**src/rtl/inst_fetch_ctrl.sv**
```systemverilog
// Instruction fetch controller: issues one sram-like read per PC and holds the
// result for decode. Also handles flush/redirect, misaligned PCs and async reset.
module inst_fetch_ctrl #(
    parameter int WIDTH = 32
) (
    input  logic             clk,
    input  logic             rst,
    input  logic [WIDTH-1:0] pc,
    output logic             pc_en,
    output logic             inst_req,
    output logic [WIDTH-1:0] inst_addr,
    input  logic             inst_addr_ok,
    input  logic             inst_data_ok,
    input  logic [WIDTH-1:0] inst_rdata,
    input  logic             flush,
    input  logic             id_ready,
    output logic             if_valid,
    output logic [WIDTH-1:0] if_pc,
    output logic [WIDTH-1:0] if_instr,
    output logic             if_adel
);

    typedef enum logic [1:0] {
        S_REQ     = 2'd0,
        S_WAIT    = 2'd1,
        S_DISCARD = 2'd2,
        S_HOLD    = 2'd3
    } state_t;

    state_t           state;
    state_t           state_nxt;
    logic [WIDTH-1:0] req_pc;
    logic             misaligned;
    logic             issue;
    logic             deliver_adel;
    logic             deliver_data;
    logic             release_hold;

    assign misaligned = (pc[1:0] != 2'b00);

    always_ff @(posedge clk or posedge rst) begin
        if (rst) begin
            state <= S_REQ;
        end else begin
            state <= state_nxt;
        end
    end

    // Flush wins everywhere; a flushed WAIT must still drain its outstanding read.
    always_comb begin
        state_nxt = state;
        case (state)
            S_REQ: begin
                if (flush)           state_nxt = S_REQ;
                else if (misaligned) state_nxt = S_HOLD;
                else if (issue)      state_nxt = S_WAIT;
            end
            S_WAIT: begin
                if (flush)             state_nxt = inst_data_ok ? S_REQ : S_DISCARD;
                else if (inst_data_ok) state_nxt = S_HOLD;
            end
            S_DISCARD: begin
                if (inst_data_ok) state_nxt = S_REQ;
            end
            S_HOLD: begin
                if (flush || id_ready) state_nxt = S_REQ;
            end
            default: state_nxt = S_REQ;
        endcase
    end

    always_comb begin
        inst_req     = ~rst && (state == S_REQ) && ~flush && ~misaligned;
        issue        = inst_req && inst_addr_ok;
        pc_en        = ~rst && (issue || flush);
        deliver_adel = (state == S_REQ) && ~flush && misaligned;
        deliver_data = (state == S_WAIT) && ~flush && inst_data_ok;
        release_hold = (state == S_HOLD) && (flush || id_ready);
    end

    assign inst_addr = pc;

    always_ff @(posedge clk or posedge rst) begin
        if (rst) begin
            req_pc   <= '0;
            if_valid <= 1'b0;
            if_pc    <= '0;
            if_instr <= '0;
            if_adel  <= 1'b0;
        end else begin
            if (issue) begin
                req_pc <= pc;
            end
            if (deliver_adel) begin
                if_valid <= 1'b1;
                if_pc    <= pc;
                if_instr <= '0;
                if_adel  <= 1'b1;
            end else if (deliver_data) begin
                if_valid <= 1'b1;
                if_pc    <= req_pc;
                if_instr <= inst_rdata;
                if_adel  <= 1'b0;
            end else if (release_hold) begin
                if_valid <= 1'b0;
            end
        end
    end

endmodule

```
**config.mk**
```make
export PLATFORM = sky130hd
export DESIGN_NAME = inst_fetch_ctrl
export DESIGN_NICKNAME = d
export VERILOG_FILES = /design/src/rtl/inst_fetch_ctrl.sv
export SDC_FILE = /design/constraint.sdc
export NUM_CORES = 1
export LEC_CHECK = 0
export ABC_AREA = 1
export ABC_CLOCK_PERIOD_IN_PS = 4200
export BUFFER_PORTS_ARGS = -buffer_cell sky130_fd_sc_hd__buf_2
export CAP_MARGIN = 40
export CELL_PAD_IN_SITES_DETAIL_PLACEMENT = 0
export CELL_PAD_IN_SITES_GLOBAL_PLACEMENT = 1
export CORE_ASPECT_RATIO = 0.75
export CORE_MARGIN = 3
export CORE_UTILIZATION = 30
export DETAILED_ROUTE_END_ITERATION = 8
export PLACE_DENSITY_LB_ADDON = 0.1
export SYNTH_ARGS = -nofsm -noshare
export SYNTH_HDL_FRONTEND = slang
export SYNTH_SLANG_ARGS = --single-unit
```
**constraint.sdc**
```tcl
create_clock -name clk -period 4.2 [get_ports clk]
set_input_delay 0 -clock clk [delete_from_list [all_inputs] [get_ports clk]]
set_output_delay 0 -clock clk [all_outputs]
set_load 0.005 [all_outputs]
```
==> results.json, run 1 <==
{
  "nets": 785,
  "holdPathStages": 4,
  "remaining_drc_errors": 0,
  "ys_seq_area_share_pct": 56.8,
  "fin_skew_ps": 8.82,
  "critical_path_class": "flop to primary output",
  "finalNonFillerCells": 915,
  "clock-sinks": 100,
  "drt_first_pass_iters": 5,
  "period_minus_slack_ps": 2450,
  "crit_required_ps": 4200,
  "yosysTopAreaCellShare_pct": 56.8,
  "fmax_ghz": 0.408,
  "crit_buf_inv": 2,
  "timing.critical_path.max_delay_family": "simple AND/OR/NAND/NOR gates",
  "drive_above_1_share_pct": 28.1,
  "synthCells": 522,
  "dp_cells": 834,
  "die_w_um": 146,
  "vias": 3900,
  "power_w": 0.00362,
  "dp_hpwl_mm": 7.70,
  "wl_mm": 12.1,
  "multi_input_area_mm2": 0.00146,
  "num_io_pins": 170,
  "wl_per_cell_um": 13.2,
  "core-area_mm2": 0.0140,
  "routabilityCongestion": 0.778,
  "rsz0062_at_grt": "no",
  "grt_overflow": 0,
  "crit_chain": "nor2_1 -> nand2_1 -> nor3_4 -> buf_4 -> nand2_2 -> o21ai_0 -> buf_2",
  "yosysWarnings": 0,
  "ys_seq_elements": 100,
  "syn-num-nets": 592,
  "fp.dieH_um": 111,
  "vias_per_cell": 4.26,
  "synth_top_cell_by_area": "dfrtp_1",
  "hold_class": "input pin to flop",
  "setup_tns_ps": 0,
  "avgSynthCellArea_um2": 8.44,
  "nFillCells": 1438,
  "worst_pin_slew_ps": 798,
  "pre_cts_ws_ps": 2050,
  "antenna_found_initial": 0,
  "antenna_cells": 0,
  "fin_crit_sh_pct": 58.3,
  "grt_pass1_wl_mm": 20.1,
  "clk_latency_ps": 350,
  "cts_setup_buffers": 0,
  "drv_slew": 0,
  "maxSlewHeadroom_pct": 46.6,
  "cts_buffers": 9,
  "maxCapViolCount": 0,
  "critPathArrivalTime_ps": 2450,
  "synth_area_leaders": "dfrtp_1 (57%), nand2_1 (23%), nand3_1 (7.2%)",
  "synth_cell_types": 16,
  "path_depth": 7,
  "slowest_delay_ps": 470,
  "power_density_mw_per_mm2": 589,
  "track_usage_pct": 15.2,
  "std_cell_rows": 37,
  "port_buffers": 169,
  "final-seq-area_mm2": 0.00250,
  "ant_nets": 0,
  "worstSetupStartpointType": "flop",
  "clk_path_buf_depth": 2,
  "clk_pin_slew_ps": 70,
  "htreeDepth": 3,
  "ir_drop_uv": 207,
  "area_growth_syn_to_layout_pct": 39.4,
  "reg2regPathDepth": 7,
  "drt_iter0_drc": 186,
  "worst_slack_ps": 1750,
  "grt_max_degree": 66,
  "leakagePower_nw": 3.41,
  "setup_violations": 0,
  "die-area_mm2": 0.0162,
  "status": "finished, final reports clean",
  "cp_max_fo": 32,
  "final_core_util_pct": 43.8,
  "start_util_pct": 31.4,
  "final-hold-violation-count": 0,
  "root_buffer": "clkbuf_16",
  "cpMaxStageDelayCell": "nand2_2",
  "cp-end-kind": "primary output",
  "netlist_area_mm2": 0.00441,
  "grt_pass1_vias": 4006,
  "cts_tree": "yes"
}
tightest hold or removal path, cell delays in order:
cell and delay, ps:
buf_2 130, nor2_1 70, nand3_1 80, nand2_1 50
cells in the final DEF, fill, tap and decap left out, drive strengths merged:
cell type / instances
o21ai: 6
buf: 174
nand2: 271
inv: 11
nand3: 64
clkinvlp: 1
dlygate4sd3: 65
nor3: 2
nor2: 11
bufinv: 2
dfrtp: 100
clkinv: 2
clkbuf: 11
per-stage QoR:
step                instance area [µm²]  hold slack [ps]
finish                             6140             13.1
global route                       6140             20.7
CTS                                6140             1.51
detailed placement                 5160            -49.6
global placement                   5110              201
floorplan                          4410             69.8
cells by family (layout without fill, tap and decap cells):
family	Yosys count	after routing	share of synthesized area [%]
DFF	100	100	56.8
AOI/OAI and AO/OA	6	6	0.682
and+or+nand+nor	348	348	32.2
buffers and inverters	68	266	10.3
registers in the layout, indices dropped and copies added (netlist names):
signal    flops
if_pc        32
req_pc       32
if_valid      1
if_adel       1
state         2
if_instr     32
cell usage after synthesis:
cell,instances
buf_2,10
buf_4,32
buf_6,9
clkbuf_1,6
dfrtp_1,100
inv_1,7
inv_2,4
nand2_1,268
nand2_2,3
nand3_1,63
nand3_2,1
nor2_1,9
nor2_2,2
nor3_1,1
nor3_4,1
o21ai_0,6
layer usage:
| metal | track usage, % | share of wire, % | wire (µm) |
|---|---|---|---|
| met5 | 0 | 0 | 0 |
| met4 | 4.36 | 1.2 | 139 |
| met3 | 4.17 | 5.0 | 609 |
| met2 | 24.4 | 45 | 5410 |
| met1 | 20.2 | 49 | 5910 |
path summary, 6_finish.rpt:
kind | start | slack [ps] | to
max in group asynchronous | rst | 3070 | if_pc[13]$_DFFE_PP0P_
setup / recovery | state[1]$_DFFE_PP0P_ | 1750 | pc_en
min in group asynchronous | rst | 150 | if_valid$_DFFE_PP0P_
hold reg to reg | if_instr[25]$_DFFE_PP0P_ | 470 | if_instr[25]$_DFFE_PP0P_
hold / removal | flush | 10 | state[0]$_DFFE_PP0P_
setup reg to reg | state[1]$_DFFE_PP0P_ | 2080 | req_pc[1]$_DFFE_PP0P_
timing repair:
action                    CTS  global route
hold buffers               65             0
resized for setup           0             0
hold endpoints to repair  160             0
area by class of cell:
class | count | share of cell area [%]
Timing Repair Buffer | 239 | 25.5
Clock inverter | 5 | 1.39
Tap cell | 195 | 3.97
Sequential cell | 100 | 40.8
Multi-Input combinational cell | 354 | 23.7
Inverter | 11 | 0.713
Clock buffer | 11 | 3.95
where the power goes:
part           internal, W  total [W]  switching [W]  leakage (nW)
Clock             0.000541   0.000913       0.000371         0.156
Combinational     0.000480    0.00109       0.000607          1.96
Sequential         0.00139    0.00162       0.000226          1.29
Total              0.00241    0.00362        0.00120          3.41
No activity file was read; power rests on OpenSTA's default activity.
==> run 2, diff against run 1 <==
--- a/config.mk
+++ b/config.mk
@@ -6,7 +6,7 @@
 export NUM_CORES = 1
 export LEC_CHECK = 0
 export ABC_AREA = 1
-export ABC_CLOCK_PERIOD_IN_PS = 4200
+export ABC_CLOCK_PERIOD_IN_PS = 2000
 export BUFFER_PORTS_ARGS = -buffer_cell sky130_fd_sc_hd__buf_2
 export CAP_MARGIN = 40
 export CELL_PAD_IN_SITES_DETAIL_PLACEMENT = 0
==> constraint.sdc (replaced) <==
create_clock -name clk -period 2 [get_ports clk]
set_input_delay 0 -clock clk [delete_from_list [all_inputs] [get_ports clk]]
set_output_delay 0 -clock clk [all_outputs]
set_load 0.005 [all_outputs]
==> results.json, run 2 (synthesis gave the netlist of run 1 again) <==
{
  "ir_drop_uv": 424,
  "antenna_found_initial": 0,
  "remaining_drc_errors": 0,
  "leakagePower_nw": 3.44,
  "antenna_cells": 0,
  "die-area_mm2": 0.0162,
  "cpMaxStageDelayCell": "dfrtp_1",
  "grt_pass1_vias": 3961,
  "r2r_slack_ps": 420,
  "crit_chain": "nor2_2 -> nand2_2 -> nor3_4 -> buf_4 -> buf_2",
  "reg.largest.list": "if_instr x32, if_pc x32, req_pc x32",
  "root_buffer": "clkbuf_16",
  "htreeDepth": 3,
  "hold_class": "input pin to flop",
  "drv_slew": 0,
  "cp_max_fo": 27,
  "drive_above_1_share_pct": 29.2,
  "power_density_mw_per_mm2": 1210,
  "final-hold-violation-count": 0,
  "num_io_pins": 170,
  "area_growth_syn_to_layout_pct": 40.6,
  "drt_iter0_drc": 157,
  "worst_pin_slew_ps": 569,
  "timing.critical_path.max_delay_family": "buffers and inverters",
  "multi_input_area_mm2": 0.00146,
  "critPathArrivalTime_ps": 1840,
  "clk_pin_slew_ps": 70,
  "cp-end-kind": "primary output",
  "vias": 3910,
  "clock-sinks": 100,
  "period_minus_slack_ps": 1840,
  "clk_path_buf_depth": 2,
  "pre_cts_ws_ps": 357,
  "status": "finished, final reports clean",
  "std_cell_rows": 37,
  "setup_violations": 0,
  "core-area_mm2": 0.0140,
  "final_cell_mix": "nand2_1 (267), buf_2 (169), dfrtp_1 (100)",
  "grt_pass1_wl_mm": 20.3,
  "grt_max_degree": 52,
  "crit_buf_inv": 2,
  "critical_path_class": "flop to primary output",
  "maxSlewHeadroom_pct": 62.0,
  "dp_hpwl_mm": 7.90,
  "cts_buffers": 9,
  "port_buffers": 169,
  "fin_crit_sh_pct": 91.8,
  "slowest_delay_ps": 450,
  "worst_slack_ps": 163,
  "fin_skew_ps": 7.09,
  "start_util_pct": 31.4,
  "worstSetupStartpointType": "flop",
  "final-seq-area_mm2": 0.00250,
  "nFillCells": 1393,
  "fp.dieH_um": 111,
  "final_common_cell": "nand2_1",
  "setup_tns_ps": 0,
  "maxCapViolCount": 0,
  "drt_first_pass_iters": 6,
  "cts_tree": "yes",
  "die_w_um": 146,
  "rsz0062_at_grt": "no",
  "grt_overflow": 0,
  "vias_per_cell": 4.24,
  "wl_mm": 12.1,
  "crit_required_ps": 2000,
  "track_usage_pct": 15.3,
  "power_w": 0.00750,
  "wl_per_cell_um": 13.2,
  "routabilityCongestion": 0.724,
  "nets": 792,
  "fmax_ghz": 0.544,
  "clk_latency_ps": 340,
  "ant_nets": 0
}
-- run 2: changes by cell type in the layout (fill, tap and decap cells not counted), sizes merged --
cell and delta:
buf +7, inv -1, bufinv -1, clkbuf -1, clkinv +1, clkinvlp +2
-- run 2: where the power goes --
part / total (W) / internal, W / switching (W)
logic: 0.00234 / 0.00105 / 0.00129
registers: 0.00339 / 0.00292 / 0.000470
clock network: 0.00177 / 0.00100 / 0.000767
-- run 2: metrics by stage --
step	util, %	hold slack (ps)	instance area [µm²]	instances
floorplan	-	69.8	4410	522
global placement	37.2	143	5220	839
detailed placement	37.2	144	5220	839
CTS	44.0	2.40	6170	920
global route	44.2	61.2	6190	922
finish	44.2	17.2	6190	922
-- run 2: cell type report --
type	count	share of cell area [%]
multi-input cells	354	23.6
clock buffers	10	3.86
inverters	11	0.727
clock inverters	6	1.03
well taps	195	3.94
repair buffers	246	26.5
flip-flops and latches	100	40.4
-- run 2: path summary, 6_finish.rpt --
path / start / endpoint / depth (start not counted)
max: state[1]$_DFFE_PP0P_ / inst_req / 5
min: inst_data_ok / if_adel$_DFFE_PP0P_ / 4
max reg2reg: state[0]$_DFFE_PP0P_ / if_pc[23]$_DFFE_PP0P_ / 9
min reg2reg: if_instr[31]$_DFFE_PP0P_ / if_instr[31]$_DFFE_PP0P_ / 2
max in group asynchronous: rst / if_pc[28]$_DFFE_PP0P_ / 4
min in group asynchronous: rst / if_pc[9]$_DFFE_PP0P_ / 3
-- run 2: worst register-to-register path, cell delays in order (launching register included) --
cell	delay [ps]
dfrtp_1	400
inv_2	100
nand2_1	70
nor2_2	140
nand2_2	90
nand2_2	90
inv_2	140
buf_12	230
nand2_1	130
nand3_1	80
-- run 2: timing repair --
| item | CTS | global route |
|---|---|---|
| resized for setup | 0 | 3 |
| setup buffers | 0 | 2 |
| hold buffers | 65 | 0 |
| setup endpoints to repair | 0 | 2 |
| endpoints found under the hold margin | 115 | 0 |
-- run 2: layer usage --
metal	global-route usage (%)	up-vias	wire length (µm)
met5	0	-	0
met4	3.29	0	85
met3	4.00	8	618
met2	25.3	100	5590
met1	20.2	1819	5850
li1	-	1983	-
==> run 3, diff against run 2 <==
--- a/config.mk
+++ b/config.mk
@@ -6,7 +6,7 @@
 export NUM_CORES = 1
 export LEC_CHECK = 0
 export ABC_AREA = 1
-export ABC_CLOCK_PERIOD_IN_PS = 2000
+export ABC_CLOCK_PERIOD_IN_PS = 1500
 export BUFFER_PORTS_ARGS = -buffer_cell sky130_fd_sc_hd__buf_2
 export CAP_MARGIN = 40
 export CELL_PAD_IN_SITES_DETAIL_PLACEMENT = 0
==> constraint.sdc (replaced) <==
create_clock -name clk -period 1.5 [get_ports clk]
set_input_delay 0 -clock clk [delete_from_list [all_inputs] [get_ports clk]]
set_output_delay 0 -clock clk [all_outputs]
set_load 0.005 [all_outputs]
==> results.json, run 3 (synthesis gave the netlist of run 1 again) <==
{
  "status": "complete, but fails checks",
  "violations": "negative setup slack",
  "cts_tree": "yes",
  "finalNonFillerCells": 933,
  "reg.largest.list": "if_instr x32, if_pc x32, req_pc x32",
  "worstSetupStartpointType": "flop",
  "fmax_ghz": 0.655,
  "port_buffers": 169,
  "routabilityCongestion": 0.719,
  "antenna_found_initial": 0,
  "reg2regPathDepth": 8,
  "grt_pass1_vias": 4038,
  "clk_latency_ps": 340,
  "dp_hpwl_mm": 8.37,
  "drive_above_1_share_pct": 30.5,
  "setup.worst_path.end": "pc_en",
  "crit_buf_inv": 2,
  "grt_max_degree": 41,
  "die-area_mm2": 0.0162,
  "wl_mm": 12.4,
  "drt_first_pass_iters": 4,
  "area_growth_syn_to_layout_pct": 46.5,
  "cp_max_fo": 3,
  "die_w_um": 146,
  "ir_drop_uv": 685,
  "drv_slew": 0,
  "final_cell_mix": "nand2_1 (267), buf_2 (168), dfrtp_1 (99)",
  "num_io_pins": 170,
  "htreeDepth": 3,
  "start_util_pct": 31.4,
  "period_minus_slack_ps": 1530,
  "grt.busiest_layer": "met2",
  "cp-end-kind": "primary output",
  "cpMaxStageDelayCell": "dfrtp_2",
  "core-area_mm2": 0.0140,
  "power_density_mw_per_mm2": 1660,
  "wl_per_cell_um": 13.3,
  "cp_common_cell": "nand2_2",
  "grt_overflow": 0,
  "worst_slack_ps": -27.8,
  "vias_per_cell": 4.29,
  "crit_start": "state[1]$_DFFE_PP0P_",
  "use_met1_pct": 21.0,
  "track_usage_pct": 15.7,
  "clk_pin_slew_ps": 70,
  "maxSlewHeadroom_pct": 63.9,
  "crit_chain": "nor2_4 -> nand2_2 -> nor3_4 -> nand2_2 -> buf_12 -> o21ai_4 -> buf_2",
  "path_depth": 7,
  "drt_iter0_drc": 196,
  "slowest_delay_ps": 420,
  "met3_usage_pct": 4.37,
  "vias": 4005,
  "grt_pass1_wl_mm": 20.5,
  "ant_nets": 0,
  "met2_usage_pct": 25.3,
  "fp.dieH_um": 111,
  "clock-sinks": 100,
  "worst_pin_slew_ps": 541,
  "power_w": 0.0107,
  "final-hold-violation-count": 0,
  "rsz0062_at_grt": "yes",
  "fin_crit_sh_pct": 102,
  "remaining_drc_errors": 0,
  "crit_required_ps": 1500,
  "std_cell_rows": 37,
  "hold_class": "input pin to flop",
  "dp_cells": 846,
  "final_common_cell": "nand2_1",
  "nets": 803,
  "critical_path_class": "flop to primary output",
  "setup_violations": 1,
  "r2r_slack_ps": 20,
  "rr_startpoint": "state[1]$_DFFE_PP0P_",
  "maxCapViolCount": 0,
  "timing.critical_path.max_delay_family": "simple AND/OR/NAND/NOR gates",
  "leakagePower_nw": 3.56,
  "fin_skew_ps": 5.09,
  "clk_path_buf_depth": 2,
  "r2r-end": "if_pc[2]$_DFFE_PP0P_",
  "cts_buffers": 9,
  "critPathArrivalTime_ps": 1530,
  "root_buffer": "clkbuf_16",
  "antenna_cells": 0
}
==> run 3: routing by layer <==
layer  wire length (µm)  vias up
met2               5640      106
met5                  0        -
met3                639       11
met4                129        0
li1                   -     2010
met1               6000     1878
==> run 3: final cells by class <==
| type | count | area (µm²) |
|---|---|---|
| clock buffer | 10 | 239 |
| clock inverter | 6 | 134 |
| fill | 1434 | 7570 |
| inverter | 11 | 45.0 |
| multi-input combinational | 354 | 1480 |
| sequential | 100 | 2500 |
| tap | 195 | 244 |
| timing repair buffer | 257 | 1810 |
==> run 3: worst min-delay path by stage <==
stage,cells after the start,slack (ps),to,startpoint
global placement,2,140,state[0]$_DFFE_PP0P_,rst
floorplan,1,70,pc_en,rst
detailed placement,2,140,state[0]$_DFFE_PP0P_,rst
CTS,4,7,if_adel$_DFFE_PP0P_,inst_data_ok
global route,4,30,if_adel$_DFFE_PP0P_,inst_data_ok
finish,5,20,if_pc[1]$_DFFE_PP0P_,pc[1]
==> run 3: report_power, final <==
part	internal, W	leakage [nW]	switching (W)
clock network	0.00185	0.183	0.00102
logic	0.00156	2.09	0.00177
registers	0.00390	1.29	0.000630
total	0.00730	3.56	0.00343
==> run 3: worst min-delay path, stage by stage <==
cell,delay [ps]
buf_2,100
nand2_1,50
o21ai_0,70
nand2_1,60
nand2_1,50
==> run 3: metrics by stage <==
stage	hold WS (ps)	area (µm²)	setup TNS [ps]	util [%]	setup slack, ps
after global routing	32.6	6450	-1430	46.0	-133
after detailed placement	142	5330	0	38.0	51.7
final	20.1	6450	-27.8	46.0	-27.8
after floorplan	69.8	4410	0	-	194
after global placement	142	5330	0	38.0	83.1
after CTS	7.37	6420	-394	45.7	-129
==> run 3: what timing repair did <==
action                     CTS  global route
hold endpoints to repair   111             0
setup endpoints to repair    2            98
setup buffers                5             2
hold buffers                65             0
pin swaps                    3             3
gates resized for setup     10             4
